==> src/rtl/mux4_rr_sched.sv <==
// Round-robin owner of a shared 4:1 data mux. It grants one source at a time with a bounded hold.
// It also registers the selected word as y.
module mux4_rr_sched #(
   parameter int DATA_W   = 8,
   parameter int MAX_HOLD = 4
) (
   input  logic              clk,
   input  logic              rst_n,
   input  logic [3:0]        req,
   input  logic [DATA_W-1:0] d0,
   input  logic [DATA_W-1:0] d1,
   input  logic [DATA_W-1:0] d2,
   input  logic [DATA_W-1:0] d3,
   output logic [3:0]        gnt,
   output logic [1:0]        sel,
   output logic [DATA_W-1:0] y,
   output logic              y_valid,
   output logic              busy
);

   localparam int HW = $clog2(MAX_HOLD + 1);
   localparam logic [HW-1:0] HOLD_MAX = HW'(MAX_HOLD);

   typedef enum logic {IDLE, OWN} state_t;

   state_t              state_q, state_d;
   logic [3:0]          gnt_q, gnt_d;
   logic [1:0]          sel_q, sel_d;
   logic [1:0]          ptr_q, ptr_d;
   logic [HW-1:0]       hold_q, hold_d;
   logic [DATA_W-1:0]   y_q;
   logic                y_valid_q;

   logic [1:0]          win;
   logic                own_req;
   logic                others;
   logic [DATA_W-1:0]   mux_out;

   // First set request bit found when searching from ptr upward (mod 4).
   always_comb begin
      logic       found;
      logic [1:0] idx;
      found = 1'b0;
      win   = 2'd0;
      idx   = 2'd0;
      for (int i = 0; i < 4; i++) begin
         idx = ptr_q + 2'(i);
         if (!found && req[idx]) begin
            found = 1'b1;
            win   = idx;
         end
      end
   end

   assign own_req = req[sel_q];
   assign others  = |(req & ~gnt_q);

   always_comb begin
      state_d = state_q;
      gnt_d   = gnt_q;
      sel_d   = sel_q;
      ptr_d   = ptr_q;
      hold_d  = hold_q;
      unique case (state_q)
         IDLE: begin
            if (|req) begin
               state_d = OWN;
               gnt_d   = 4'b0001 << win;
               sel_d   = win;
               ptr_d   = win + 2'd1;
               hold_d  = HW'(1);
            end
         end
         OWN: begin
            // Preemption relies on ptr already pointing past the owner, so the owner loses ties.
            if ((!own_req && others) || (own_req && hold_q == HOLD_MAX && others)) begin
               gnt_d  = 4'b0001 << win;
               sel_d  = win;
               ptr_d  = win + 2'd1;
               hold_d = HW'(1);
            end else if (!own_req) begin
               state_d = IDLE;
               gnt_d   = 4'b0000;
            end else if (hold_q != HOLD_MAX) begin
               hold_d = hold_q + HW'(1);
            end
         end
         default: state_d = IDLE;
      endcase
   end

   always_comb begin
      unique case (sel_q)
         2'd0:    mux_out = d0;
         2'd1:    mux_out = d1;
         2'd2:    mux_out = d2;
         default: mux_out = d3;
      endcase
   end

   always_ff @(posedge clk or negedge rst_n) begin
      if (!rst_n) begin
         state_q   <= IDLE;
         gnt_q     <= 4'b0000;
         sel_q     <= 2'd0;
         ptr_q     <= 2'd0;
         hold_q    <= '0;
         y_q       <= '0;
         y_valid_q <= 1'b0;
      end else begin
         state_q <= state_d;
         gnt_q   <= gnt_d;
         sel_q   <= sel_d;
         ptr_q   <= ptr_d;
         hold_q  <= hold_d;
         if (state_q == OWN && own_req) begin
            y_q       <= mux_out;
            y_valid_q <= 1'b1;
         end else begin
            y_valid_q <= 1'b0;
         end
      end
   end

   assign gnt     = gnt_q;
   assign sel     = sel_q;
   assign y       = y_q;
   assign y_valid = y_valid_q;
   assign busy    = (state_q == OWN);

endmodule

==> config.mk <==
export PLATFORM = sky130hd
export DESIGN_NAME = mux4_rr_sched
export DESIGN_NICKNAME = d
export VERILOG_FILES = /design/src/rtl/mux4_rr_sched.sv
export SDC_FILE = /design/constraint.sdc
export NUM_CORES = 1
export LEC_CHECK = 0
export BUFFER_PORTS_ARGS = -buffer_cell sky130_fd_sc_hd__buf_4
export CAP_MARGIN = 20
export CORE_MARGIN = 1
export CORE_UTILIZATION = 51
export CTS_CLUSTER_DIAMETER = 40
export CTS_CLUSTER_SIZE = 24
export DETAILED_ROUTE_END_ITERATION = 10
export PLACE_DENSITY = 0.9
export SLEW_MARGIN = 20
export SYNTH_ARGS = -nofsm -noshare
export SYNTH_HDL_FRONTEND = slang
export SYNTH_SLANG_ARGS = --single-unit
==> constraint.sdc <==
create_clock -name clk -period 4.6 [get_ports clk]
set_input_delay 0.92 -clock clk [delete_from_list [all_inputs] [get_ports clk]]
set_output_delay 0.92 -clock clk [all_outputs]
set_load 0.02 [all_outputs]
# Word level (Yosys, flattened, before mapping)
# Cells that the tools add are included.
totals:
  register_bits: 21
  output_inout_bits: 16
  word_cells: 86
op_classes:
  addsub: 5
  n_lt_le_gt_ge: 5
  n_eq_ne: 9
  shifts: 1
  n_mux: 38
  n_bitwise: 3
  n_reduce_logical: 18
ops:
  columns: ["op", "count"]
  rows:
  - ["case mux 8 bit (3 select lines)", 1]
  - ["2-to-1 mux 2 bit", 8]
  - ["< comparator 2 x 3 -> 1 bit (second input constant)", 5]
  - ["2-to-1 mux 1 bit", 12]
  - ["2-to-1 mux 3 bit", 4]
  - ["2-to-1 mux 4 bit", 3]
  - ["binary-select mux 1 bit (select 2 bit)", 5]
  - ["case mux 2 bit (2 select lines)", 2]
  - ["case mux 4 bit (2 select lines)", 1]
  - ["OR reduction 4 bit", 2]
  - ["logical AND 1 bit", 7]
  - ["!= test 3 x 1 -> 1 bit (second input constant)", 2]
  - ["case mux 3 bit (2 select lines)", 1]
  - ["adder 2 x 1 -> 2 bit (second input constant)", 2]
  - ["adder 2 bit (second input constant)", 2]
  - ["bitwise AND 4 bit", 1]
  - ["zero test 1 bit", 4]
  - ["NOT 4 bit", 1]
  - ["AND reduction 2 bit", 2]
  - ["<< shifter 1 x 2 -> 4 bit (first input constant)", 1]
  - ["adder 3 x 1 -> 3 bit (second input constant)", 1]
  - ["== test 3 bit (second input constant)", 1]
  - ["!= test 3 x 2 -> 1 bit (second input constant)", 1]
  - ["!= test 3 bit (second input constant)", 1]
  - ["other kinds (9)", 9]

# Depth between registers and ports, before layout
# Gate-level depths: netlist of the first run.
depth:
  ltp_word: 15
  depth_mapped: 7
  mapped_depth_nobuf: 7

# Worst setup path before layout of the first run
# Ideal clock, no wire load.
synth_path:
  kind: "input -> register"
  start: "input req[3]"
  end: "register ptr_q[1]"
  setup_time_ps: 125
  t_arrival_ps: 2420
  required_ps: 4475
  setup_slack_ps: 2055
  cell_stages: 4
  n_path_buf: 0
  cell_sequence: "mux4_2 and3_4 a211oi_4 mux2_2"
synth_between:
  elab_chain_len: 15
  elab_cells_between_ends: 38
  cone_classes: "1 x add/sub; 2 x eq/ne; 20 x mux; 1 x bitwise; 14 x reduce/logical"
synth_lines:
  columns: ["item", "line_no", "source"]
  rows:
  - ["from (decl)", "9", "input logic [3:0] req,"]
  - ["binary-select mux 1 bit (select 2 bit)", "48", "if (!found && req[idx]) begin"]
  - ["2-to-1 mux 1 bit (implied by the code)", "48", null]
  - ["2-to-1 mux 1 bit", "48", null]
  - ["zero test 1 bit", "48", null]
  - ["logical AND 1 bit", "48", null]
  - ["2-to-1 mux 1 bit", "48", null]
  - ["zero test 1 bit", "48", null]
  - ["logical AND 1 bit", "48", null]
  - ["2-to-1 mux 1 bit", "48", null]
  - ["zero test 1 bit", "48", null]
  - ["logical AND 1 bit", "48", null]
  - ["2-to-1 mux 2 bit", "48", null]
  - ["adder 2 x 1 -> 2 bit", "70, 79", null]
  - ["2-to-1 mux 2 bit (on tied branches)", "76, 66", null]
  - ["case mux 2 bit (2 select lines)", "64", "unique case (state_q)"]
  - ["to (signal assigned)", "114", "ptr_q <= ptr_d;"]
  - ["to (decl)", "29", "logic [1:0] ptr_q, ptr_d;"]
# Parallel ways exist; a longest one is shown, timed or not. The select of a mux whose other input is x is not followed.
# A chain may end at the register's enable or synchronous reset.

# Final worst setup path of the first run
layout_path:
  start: "register sel_q[0], in the netlist sel[0]"
  end: "register sel_q[1], in the netlist sel[1]"
layout_between:
  elab_chain_len: 7
  elab_cells_between_ends: 9
  cone_classes: "1 x eq/ne; 2 x mux; 6 x reduce/logical"
layout_lines:
  columns: ["item", "line_no", "source"]
  rows:
  - ["from (decl)", "28", "logic [1:0] sel_q, sel_d;"]
  - ["from (signal assigned)", "113", "sel_q <= sel_d;"]
  - ["binary-select mux 1 bit (select 2 bit) *", "55", "assign own_req = req[sel_q];"]
  - ["2-to-1 mux 1 bit (implied by the code) *", "55", null]
  - ["zero test 1 bit or logical AND 1 bit (tied branches)", null, null]
  - ["logical AND 1 bit", "76", "if ((!own_req && others) || (own_req && hold_q == HOLD_MAX && others)) begin"]
  - ["logical OR 1 bit *", "76", null]
  - ["!= test 2 x 1 -> 1 bit (no line) *", null, null]
  - ["AND reduction 2 bit (no line) *", null, null]
# Mark *: on every way between the ends. The rest lies on a longest branch, timed or not. The select of a mux whose other input is x is not followed.

==> metrics, run 1 <==
initial antenna violation count 0; max_slew headroom between 50% and 60%; RSZ-0062 raised after global routing no; grt total ovfl 0; Fillers between 150 and 200; CP max-delay cell dfrtp_1; syn nets 150; final setup margin between 2 and 2.5 ns; top post-synthesis cells by area dfrtp_1 40%, mux4_1 16%, mux2_2 10%; routability cong. between 0.7 and 0.8; r2r startpoint sel[0]; H-tree lvl count 1; combinational fraction of design power roughly 58%; Worst Path Required 4.80 ns; CTS Sinks 21; Area growth, synth to finish 33.2%; Hold/Removal Path Class in -> async; FF-to-FF setup slack a little over 2 ns; # resized after CTS 0; Setup WS pre-CTS roughly 1.8 ns; Std-Cell Rows 18; Peak VDD IR 0.000374 V; Ant. Diodes 0; fin cells 189; worst-margin pin slew ~0.66 ns; Int Pwr 0.000647 W; startpoint types register; initial core utilization 54.0%; slowest stage delay, CP between 0.7 and 0.8 ns; Die W ~53 um; DIE HEIGHT between 50 and 60 um; worst hold slack 0.463 ns; cts hold-fix bufs 0; routed len/inst 17.4 um; Reg power frac between 30% and 40%; DRT Wirelength ~3300 um; # setup viols final 0; vias per inst between 5 and 6; nets approximately 200; fraction of layout cells with a size suffix above 1 between 40% and 50%; worst path cell trace mux4_2 -> and3_4 -> a211oi_4 -> mux2_2; setup_tns 0 ns; skew final 0.0125 ns; pin count of the biggest net entering global routing 22; total CTS buffers 3; PortBufs 53; busiest layer in global routing met2; deepest clock path buffer count 2; vias in the first global route between 1k and 1.5k; global-route usage over all layers 25.4%; CTS tree yes; initial drt markers 27; CP Data Arrival Time 2.75 ns; Synth Instances 106; Tcrit/Tclk final a little under three fifths; yosys warns 0; number of synthesized register bits 21; Final min period around 2.6 ns; sequential share of the synthesized area between 30% and 40%; reg2reg end sel[1]; Worst R2R Path Depth 4; NetSw about 0.00045 W; drt pass-1 iters 4; Syn Std Cell Area roughly 1300 sq um; Worst-path clk slew between 0.1 and 0.15 ns; crit path max fanout 11; Via Count 1,090; Avg Synthesized Cell Area between 10 and 15 sq um; post-CTS setup repair buffer count 0; ANT nets after route 0; total die area between 2000 and 3000 sq um; fmax approximately 390 MHz; placed cells roughly 190; Sw Share 40.9%; Yosys top cell by area dfrtp_1; Power Density around 620 nW/um^2; outcome finished clean; CTS Root Cell clkbuf_4; DR DRC count 0; critical path class reg -> reg; Clk pwr share roughly 8.3%; crit path capture type register; pins over their slew limit 0; GR met2 Demand/Resource 44.5%; first-pass GRT wire length 4930 um; met1 Use GR a little under a third; # IOs 54; final hold vios 0; Core Area 2450 sq um; Leak between 0.8 and 0.9 nW; worst-skew pair later-pin latency 0.31 ns; post-synth cell types 29; HPWL after DPL approximately 2600 um; top cell type's share of synthesized area 39.7%; met3 Use GR between 4 and 5%; maxcap violations 0
==> state kept, by name, summed over array words and instances, names as in the netlist <==
register / count
sel: 2
busy: 1
gnt: 4
hold_q: 3
ptr_q: 2
y_valid: 1
y: 8
==> cell usage after synthesis <==
master and count:
clkbuf_1 3, nor2_1 2, mux2i_1 5, mux4_1 8, nor4_1 1, a211oi_4 1, inv_1 12, a21oi_1 4
and2_1 1, o2bb2a_1 1, nand2b_1 4, a221oi_1 1, nand2_1 9, o21ai_0 1, nand3_1 1, a21o_2 1
nor2b_1 1, a21o_1 1, and3_4 1, o2bb2ai_1 1, mux4_2 1, mux2_2 12, buf_6 1, o2111ai_1 2
a31oi_1 2, ha_1 6, o2111a_1 1, and2_2 1, dfrtp_1 21
==> worst max-delay path by stage <==
stage	start	end	slack, ns	cells after the start
floorplan	req[3]	ptr_q[1]	2.06	4
global placement	req[0]	sel[0]	1.86	5
detailed placement	req[2]	sel[1]	1.80	5
CTS	sel[0]	sel[1]	2.04	4
global route	sel[0]	sel[1]	1.97	4
finish	sel[0]	sel[1]	2.04	4
==> power groups by stage <==
stage | sequential (W) | clock [W] | combinational (W)
after detailed placement | 0.000375 | 0 | 0.000632
after global placement | 0.000365 | 0 | 0.000604
after CTS | 0.000372 | 0.0000916 | 0.000635
after global routing | 0.000385 | 0.000103 | 0.000678
after floorplan | 0.000406 | 0 | 0.000391
final | 0.000373 | 0.0000911 | 0.000632
==> critical path: cells and delay by family, from the launching register on <==
kind	cells	cell delay, ns
AO/OA/AOI/OAI	1	0.46
AND/OR/NAND/NOR	1	0.22
multiplexers	2	1.05
flip-flops	1	0.71
==> metrics by stage <==
step,power [W],utilization [%],cell area (sq um)
floorplan,0.000797,-,1330
global placement,0.000969,70.8,1740
detailed placement,0.00101,70.8,1740
CTS,0.00110,71.9,1770
global route,0.00117,71.9,1770
finish,0.00110,71.9,1770
==> per-layer routing <==
layer  part of all wire, %  wire (um)
met3                   3.9        130
met1                    39       1280
met5                     0          0
met4                   3.7        123
met2                    53       1760
==> cells by family after synthesis <==
logic type / after synthesis / share of synthesized area, %
multiplexers: 26 / 31.5
AND/OR/NAND/NOR: 21 / 8.22
flip-flops: 21 / 39.7
AO/OA/AOI/OAI: 16 / 9.82
buffers and inverters: 16 / 5.10
adder cells (fa/ha/maj): 6 / 5.67
==> layout by cell type (no fill, tap or decap) <==
master,instances
buf_4,53
dfrtp_1,21
inv_1,12
mux2_2,12
nand2_1,9
mux4_1,8
ha_1,6
mux2i_1,5
a21oi_1,4
nand2b_1,4
clkbuf_4,3
nor2_1,2
a31oi_1,2
o2111ai_1,2
a221oi_1,1
o21ai_0,1
o2bb2a_1,1
mux4_2,1
and2_2,1
o2111a_1,1
nor4_1,1
and2_1,1
and3_4,1
a21o_1,1
a21o_2,1
a211oi_4,1
o2bb2ai_1,1
nor2b_1,1
nand3_1,1
clkinv_2,1
==> layout make-up <==
type,count,area [sq um],area share [%]
clock inverter,1,5.00,0.283
clock buffer,3,22.5,1.28
inverter,12,45.0,2.55
multi-input combinational,69,732,41.5
sequential,21,526,29.8
tap,30,37.5,2.13
timing repair buffer,53,398,22.5
Note: power is estimated with default switching activity, not from simulation.
==> run 2, diff against run 1 <==
- CORE_UTILIZATION: 51 -> 43
- PLACE_DENSITY: 0.9 -> 0.81
- clock period: 4.6 -> 2.2 ns (I/O delays scaled with it)
==> metrics, run 2 (synthesis results as in run 1) <==
CP max-delay cell mux4_2 (was dfrtp_1); Clk pwr share 8.1% (was 8.3%); skew final 0.00370 ns (was 0.0125 ns); Area growth, synth to finish 36.4% (was 33.2%); initial core utilization 46.8% (was 54.0%); worst-margin pin slew 0.442 ns (was 0.660 ns); routed len/inst 16.1 um (was 17.4 um); uppermost layer routed met4 (unchanged); DR DRC count 0 (unchanged); initial drt markers 21 (was 27); fmax 518 MHz (was 391 MHz); final hold vios 0 (unchanged); max_slew headroom 70.3% (was 56.0%); deepest clock path buffer count 2 (unchanged); Peak VDD IR 0.000590 V (was 0.000374 V); Std-Cell Rows 19 (was 18); # setup viols final 0 (unchanged); Via Count 1,084 (was 1,090); CP Data Arrival Time 2.16 ns (was 2.75 ns); maxcap violations 0 (unchanged); global-route usage over all layers 20.8% (was 25.4%); reg2reg end gnt[2] (was sel[1]); NetSw 0.000927 W (was 0.000448 W); Pwr Total 0.00233 W (was 0.00110 W); most frequent cells in the layout 57 x buf_4, 20 x dfrtp_1, 12 x inv_1, 12 x mux2_2, 9 x nand2_1 (was 53 x buf_4, 21 x dfrtp_1, 12 x inv_1, 12 x mux2_2, 9 x nand2_1); Final Util 63.9% (was 71.9%); Core Area 2830 sq um (was 2450 sq um); FF-to-FF setup slack 0.27 ns (was 2.04 ns); pin count of the biggest net entering global routing 22 (unchanged); first-pass GRT wire length 5120 um (was 4930 um); routability cong. 0.875 (was 0.787); grt total ovfl 0 (unchanged); CTS tree yes (unchanged); RSZ-0062 raised after global routing no (unchanged); Worst Path Required 2.43 ns (was 4.80 ns); Ant. Diodes 0 (unchanged); pins over their slew limit 0 (unchanged); Worst-path clk slew 0.12 ns (was 0.13 ns); ANT nets after route 0 (unchanged); Fillers 217 (was 182); DRT met1 WL 1220 um (was 1280 um); HPWL after DPL 2490 um (was 2590 um); Reg power frac 30.5% (was 34.0%); outcome finished clean (unchanged); total die area 3310 sq um (was 2810 sq um); startpoint types register (unchanged); worst hold slack 0.519 ns (was 0.463 ns); Hold Path Stages 1; drt pass-1 iters 4 (unchanged); critical path depth 5 (was 4); PortBufs 53 (unchanged); CTS Root Cell clkbuf_4 (unchanged); worst path cell trace mux4_2 -> and3_4 -> a211oi_4 -> buf_4 -> mux2i_1 (was mux4_2 -> and3_4 -> a211oi_4 -> mux2_2); Final min period 1.93 ns (was 2.56 ns); Setup WS pre-CTS 0.115 ns (was 1.80 ns); Leak 0.893 nW (was 0.873 nW); Int Pwr 0.00140 W (was 0.000647 W); Hold Crit Endpoint y[5]; total CTS buffers 3 (unchanged); number of flip-flops in the largest register 8 (unchanged); # IOs 54 (unchanged); metal2 WL 1720 um (was 1760 um); CTS Sinks 21 (unchanged); Sw Share 39.8% (was 40.9%); worst-skew pair later-pin latency 0.31 ns (about the same); # resized after CTS 0 (unchanged); critical path class reg -> reg (unchanged); Tcrit/Tclk final 87.7% (was 55.5%); vias in the first global route 1,133 (was 1,044); initial antenna violation count 0 (unchanged); DRT Wirelength 3140 um (was 3290 um); combinational fraction of design power 61.4% (was 57.7%); Detail Route met3 WL 69 um (was 130 um); crit path capture type register (unchanged); Hold/Removal Path Class reg -> reg (was in -> async); Worst R2R Path Depth 5 (was 4); H-tree lvl count 1 (unchanged); fraction of layout cells with a size suffix above 1 47.6% (was 46.5%); nets 209 (was 204); worst hold start y[5]; Power Density 1290 nW/um^2 (was 621 nW/um^2); crit path max fanout 6 (was 11); most common cell after layout, fill and taps aside buf_4 (unchanged); slowest stage delay, CP 0.56 ns (was 0.71 ns); Buf/Inv on CP 1 (was 0); Worst path top cell family by delay multiplexers (unchanged); setup_tns 0 ns (unchanged); DIE HEIGHT 57.5 um (was 53.0 um); final setup margin 0.270 ns (was 2.04 ns); r2r startpoint sel[0] (unchanged); vias per inst 5.56 (was 5.77); Die W 57.5 um (was 53.0 um)
run 2: area by class of cell:
cell class / instances / area (sq um) / share of cell area [%]
Inverter: 12 / 45.0 / 2.49
Clock buffer: 4 / 26.3 / 1.45
Sequential cell: 21 / 527 / 29.2
Timing Repair Buffer: 58 / 438 / 24.2
Tap cell: 31 / 38.8 / 2.15
Multi-Input combinational cell: 69 / 732 / 40.5
run 2: per-layer routing:
layer / vias up / global-route usage (%)
met5: - / 0
met4: 0 / 14.6
met3: 12 / 2.27
met2: 28 / 35.2
met1: 538 / 24.6
li1: 506 / -
run 2: power groups by stage:
stage / Clock, W / Combinational [W] / Sequential (W)
2_1_floorplan: 0 / 0.000815 / 0.000851
3_3_place_gp: 0 / 0.00138 / 0.000703
3_5_place_dp: 0 / 0.00143 / 0.000717
4_1_cts: 0.000198 / 0.00143 / 0.000708
5_1_grt: 0.000216 / 0.00154 / 0.000730
6_report: 0.000188 / 0.00143 / 0.000710
run 2: worst max-delay path by stage:
stage	startpoint	endpoint
after detailed placement	req[2]	gnt[2]
after floorplan	sel[0]	sel[0]
after global placement	req[0]	sel[0]
final	sel[0]	gnt[2]
after CTS	sel[0]	gnt[2]
after global routing	sel[0]	gnt[2]
run 2: what timing repair did:
| action | in CTS | in global routing |
|---|---|---|
| hold buffers | 1 | 0 |
| endpoints found under the hold margin | 21 | 0 |
| setup buffers | 0 | 0 |
run 2: stage by stage:
step	instance area (sq um)	std cells
after global placement	1770	190
after floorplan	1330	106
after global routing	1810	195
final	1810	195
after CTS	1810	195
after detailed placement	1770	190
